$ cat src/rtl/fifo_rd_packer.sv
// Read-side consumer of a synchronous FIFO: pops words without underflow, stages them,
// and packs pairs into 2*FIFO_WIDTH beats; a flush drains an odd trailing word as a half beat.
module fifo_rd_packer #(
  parameter int FIFO_WIDTH  = 16,
  parameter int STAGE_DEPTH = 4
) (
  input  logic                    clk,
  input  logic                    rst_n,
  input  logic [FIFO_WIDTH-1:0]   fifo_dout,
  input  logic                    fifo_empty,
  output logic                    fifo_rd_en,
  input  logic                    flush,
  output logic [2*FIFO_WIDTH-1:0] pk_data,
  output logic [1:0]              pk_keep,
  output logic                    pk_valid,
  input  logic                    pk_ready,
  output logic                    flush_done,
  output logic [0:0]              dbg_state_o
);

  localparam int PW = $clog2(STAGE_DEPTH);
  localparam int CW = PW + 1;
  localparam logic [CW:0] DEPTH_C = STAGE_DEPTH[CW:0];

  localparam logic [0:0] ST_IDLE  = 1'b0;
  localparam logic [0:0] ST_DRAIN = 1'b1;

  logic [FIFO_WIDTH-1:0] stage_q [STAGE_DEPTH];
  logic [PW-1:0]         wr_ptr_q;
  logic [PW-1:0]         rd_ptr_q, rd_ptr_d, rd_ptr_p1;
  logic [CW-1:0]         cnt_q, cnt_d;
  logic [CW-1:0]         pop_n;
  logic [CW:0]           occ;
  logic                  rd_pend_q;
  logic [0:0]            state_q, state_d;
  logic                  flush_busy;
  logic                  full_avail, partial_avail, pk_hs;

  assign flush_busy  = (state_q == ST_DRAIN);
  assign dbg_state_o = state_q;

  // Occupancy counts the word already requested but not yet captured, so the
  // staging slots can never be oversubscribed.
  assign occ        = {1'b0, cnt_q} + (CW+1)'(rd_pend_q);
  assign fifo_rd_en = rst_n && !fifo_empty && !flush_busy && (occ < DEPTH_C);

  // Stream handshake: a beat transfers on a cycle where pk_valid && pk_ready;
  // while pk_valid is high and pk_ready low, pk_data/pk_keep stay unchanged and
  // pk_valid stays high until the transfer happens.
  assign full_avail    = (cnt_q >= CW'(2));
  assign partial_avail = flush_busy && (cnt_q == CW'(1)) && !rd_pend_q;
  assign pk_valid      = full_avail || partial_avail;
  assign pk_hs         = pk_valid && pk_ready;

  assign rd_ptr_p1 = rd_ptr_q + PW'(1);

  always_comb begin
    pk_data = '0;
    pk_keep = 2'b00;
    if (full_avail) begin
      pk_data = {stage_q[rd_ptr_p1], stage_q[rd_ptr_q]};
      pk_keep = 2'b11;
    end else if (partial_avail) begin
      pk_data = {{FIFO_WIDTH{1'b0}}, stage_q[rd_ptr_q]};
      pk_keep = 2'b01;
    end
  end

  always_comb begin
    pop_n = '0;
    if (pk_hs) begin
      pop_n = full_avail ? CW'(2) : CW'(1);
    end
  end

  assign cnt_d    = cnt_q + CW'(rd_pend_q) - pop_n;
  assign rd_ptr_d = rd_ptr_q + pop_n[PW-1:0];

  assign flush_done = flush_busy && (cnt_q == '0) && !rd_pend_q;

  always_comb begin
    state_d = state_q;
    case (state_q)
      ST_IDLE:  if (flush) state_d = ST_DRAIN;
      ST_DRAIN: if (flush_done) state_d = ST_IDLE;
      default:  state_d = ST_IDLE;
    endcase
  end

  always_ff @(posedge clk or negedge rst_n) begin
    if (!rst_n) begin
      wr_ptr_q  <= '0;
      rd_ptr_q  <= '0;
      cnt_q     <= '0;
      rd_pend_q <= 1'b0;
      state_q   <= ST_IDLE;
    end else begin
      rd_pend_q <= fifo_rd_en;
      cnt_q     <= cnt_d;
      rd_ptr_q  <= rd_ptr_d;
      state_q   <= state_d;
      if (rd_pend_q) begin
        wr_ptr_q <= wr_ptr_q + PW'(1);
      end
    end
  end

  // Data slots carry no reset; their contents only matter while counted in cnt_q.
  always_ff @(posedge clk) begin
    if (rd_pend_q) begin
      stage_q[wr_ptr_q] <= fifo_dout;
    end
  end

endmodule

$ cat config.mk
export PLATFORM = sky130hd
export DESIGN_NAME = fifo_rd_packer
export DESIGN_NICKNAME = d
export VERILOG_FILES = /design/src/rtl/fifo_rd_packer.sv
export SDC_FILE = /design/constraint.sdc
export NUM_CORES = 1
export LEC_CHECK = 0
export CAP_MARGIN = 15
export CELL_PAD_IN_SITES_DETAIL_PLACEMENT = 2
export CELL_PAD_IN_SITES_GLOBAL_PLACEMENT = 2
export CORE_UTILIZATION = 35
export CTS_CLUSTER_DIAMETER = 40
export DETAILED_ROUTE_END_ITERATION = 16
export GPL_TIMING_DRIVEN = 1
export PLACE_DENSITY = 0.78
export SETUP_SLACK_MARGIN = 0.4
export SLEW_MARGIN = 40
export SYNTH_ARGS = -nofsm -noshare
export SYNTH_HDL_FRONTEND = slang
export SYNTH_SLANG_ARGS = --single-unit
$ cat constraint.sdc
create_clock -name clk -period 1.8 [get_ports clk]
set_input_delay 0.27 -clock clk [delete_from_list [all_inputs] [get_ports clk]]
set_output_delay 0.27 -clock clk [all_outputs]
set_load 0.1 [all_outputs]
==> metrics.txt <==
dpl hpwl=5910 um; footprint of the multi-input gates=1380 um^2; Fill cells=857; GRT Overall Usage=18.5%; clk_lat worst skew=0.35 ns; RSZ-0062 raised after global routing=yes; clock skew=0.0106 ns; initial core utilization=35.9%; Critical Path AT=1.88 ns; clock root cell=clkbuf_8; PortBufs=58; crit-path max FO=8; clock sinks=73; I/O Pins=59; worst path required time=1.53 ns; ys async rst share=12.3%; post-route cell area=5470 um^2; CTS tree=yes; drc violations=0; Finished Core Util=56.3%; vias in the first global route=2415; via/cell ratio=4.93; post-synthesis register bit count=73; WL/cell=21.7 um; gr ovfl total=0; largest net degree at the start of global routing=17; CTS Buf Count=9; count leader, synth=edfxtp_1; Final setup viols=38; Seq/Total Area, Yosys=61.4%; Placed Area=4810 um^2; Period minus WS final=2.15 ns; HP Class=input pin to async pin; initial antenna violation count=0; area of the core=9730 um^2; most area-consuming cells after synthesis=edfxtp_1 (55%), mux4_2 (17%), and2_1 (6.4%); Avg Cell Area, Syn=18.6 um^2; leading area contributor after synthesis=edfxtp_1; fmax=464 MHz; Rel. slew slack=77.6%; Hold Buf Count CTS=0; Post-synth EDFFs=64; Netlist cell types=25; final setup margin=-0.355 ns; outcome=finished, violations left; final critical-path share of the clock period=120%; Gate Count Post-Synth=188; first-pass GRT wire length=13800 um; worst hold slack=0.259 ns; DIE AREA=10400 um^2; cell area after synthesis=3490 um^2; fin nets=327; Post-Syn Nets=216; YS warnings=0; max_cap viols=0; clock transition at the registers of the reported paths=0.07 ns; Routed WL=9500 um; Die Span Y=102 um; startpoint types=flop; Worst-Margin Slew=0.332 ns; num rows=36; setup TNS=-11.10 ns; Critical Path Sink Type=primary output; Final GP Congestion=0.764; CP Class=flop to primary output; ant diodes=0; Yosys top cell area share=55.0%; top post-synthesis cells by count=edfxtp_1 (64), and2_1 (36), mux4_2 (27); Max Slew Vio Count=0; violated checks=setup timing; Register Area=2160 um^2; Initial DRC Count=97; die width=102 um; Detailed Routing Iterations Pass 1=4; Area Overhead vs Synth=56.6%; Post-synth top flop=edfxtp_1; Final Hold Viols=0; Vias=2155; share of cells above drive strength 1=62.8%; H-Tree Depth=3; DRT antenna net count=0; CTS max path bufs=2
[through the flow]
step | cells | setup slack [ns]
floorplan | 188 | -0.231
global placement | 386 | -0.208
detailed placement | 386 | -0.316
CTS | 423 | -0.360
global route | 437 | -0.424
finish | 437 | -0.355
[final timing paths]
kind                             startpoint     endpoint  slack [ns]  depth (start not counted)
worst max-delay path            rd_ptr_q[0]  pk_data[15]       -0.35                          5
worst min-delay path                  rst_n    rd_pend_q        0.26                          2
worst max register to register  dbg_state_o     cnt_q[2]       -0.14                          9
worst min register to register  wr_ptr_q[0]  wr_ptr_q[0]        0.56                          1
max in group asynchronous             rst_n     cnt_q[2]        1.37                          2
min in group clk                      flush  dbg_state_o        0.48                          3
[cell type report]
class / count / share of cell area [%]
clock buffers: 10 / 2.33
clock inverters: 6 / 1.05
inverters: 7 / 0.617
multi-input cells: 98 / 25.2
flip-flops and latches: 73 / 39.4
well taps: 133 / 3.04
repair buffers: 110 / 28.3
[critical path, cell delays in order, from the launching register on]
cell and delay, ns:
dfrtp_2 0.39, buf_12 0.16, buf_12 0.13, mux4_2 0.51
and2_4 0.19, buf_12 0.16
[state kept, by name, indices dropped and copies added, names as in the netlist]
signal,cells
rd_ptr_q,2
wr_ptr_q,2
stage_q,64
cnt_q,3
rd_pend_q,1
dbg_state_o,1
[what timing repair did]
action	CTS	global route
pin swaps	10	13
setup buffers	20	9
resized for setup	41	12
gates cloned	1	5
endpoints found under the setup margin	104	70
[logic make-up (layout without fill, tap and decap cells)]
family,Yosys count,after routing,share of synthesized area (%)
fa+ha+maj,7,7,2.72
mux,32,32,21.2
buf+inv,19,133,4.15
compound gates,3,3,0.466
xor+xnor,6,6,1.50
flops,73,73,61.4
simple gates,48,50,8.56
[per-layer routing]
metal	vias to the layer above	wire length [um]	track usage, %
met5	-	0	0
met4	0	195	6.59
met3	13	254	2.80
met1	1142	3830	21.6
li1	958	-	-
met2	42	5220	34.4
[cell usage in the layout (no fill, tap or decap), types with 3 or more instances in the layout]
cell type / netlist / layout
clkinv_1: 0 / 3
clkdlybuf4s50_1: 0 / 20
dfrtp_2: 0 / 4
buf_4: 3 / 30
edfxtp_1: 64 / 64
dfrtp_1: 9 / 4
clkbuf_8: 0 / 9
buf_12: 2 / 44
mux4_2: 27 / 31
ha_1: 6 / 5
inv_1: 7 / 4
and2_4: 0 / 37
buf_6: 4 / 10
clkbuf_16: 0 / 3
xnor2_1: 5 / 3
Power is not shown: default switching activity piles up to over one toggle a cycle in this logic, so the estimate is an artifact.
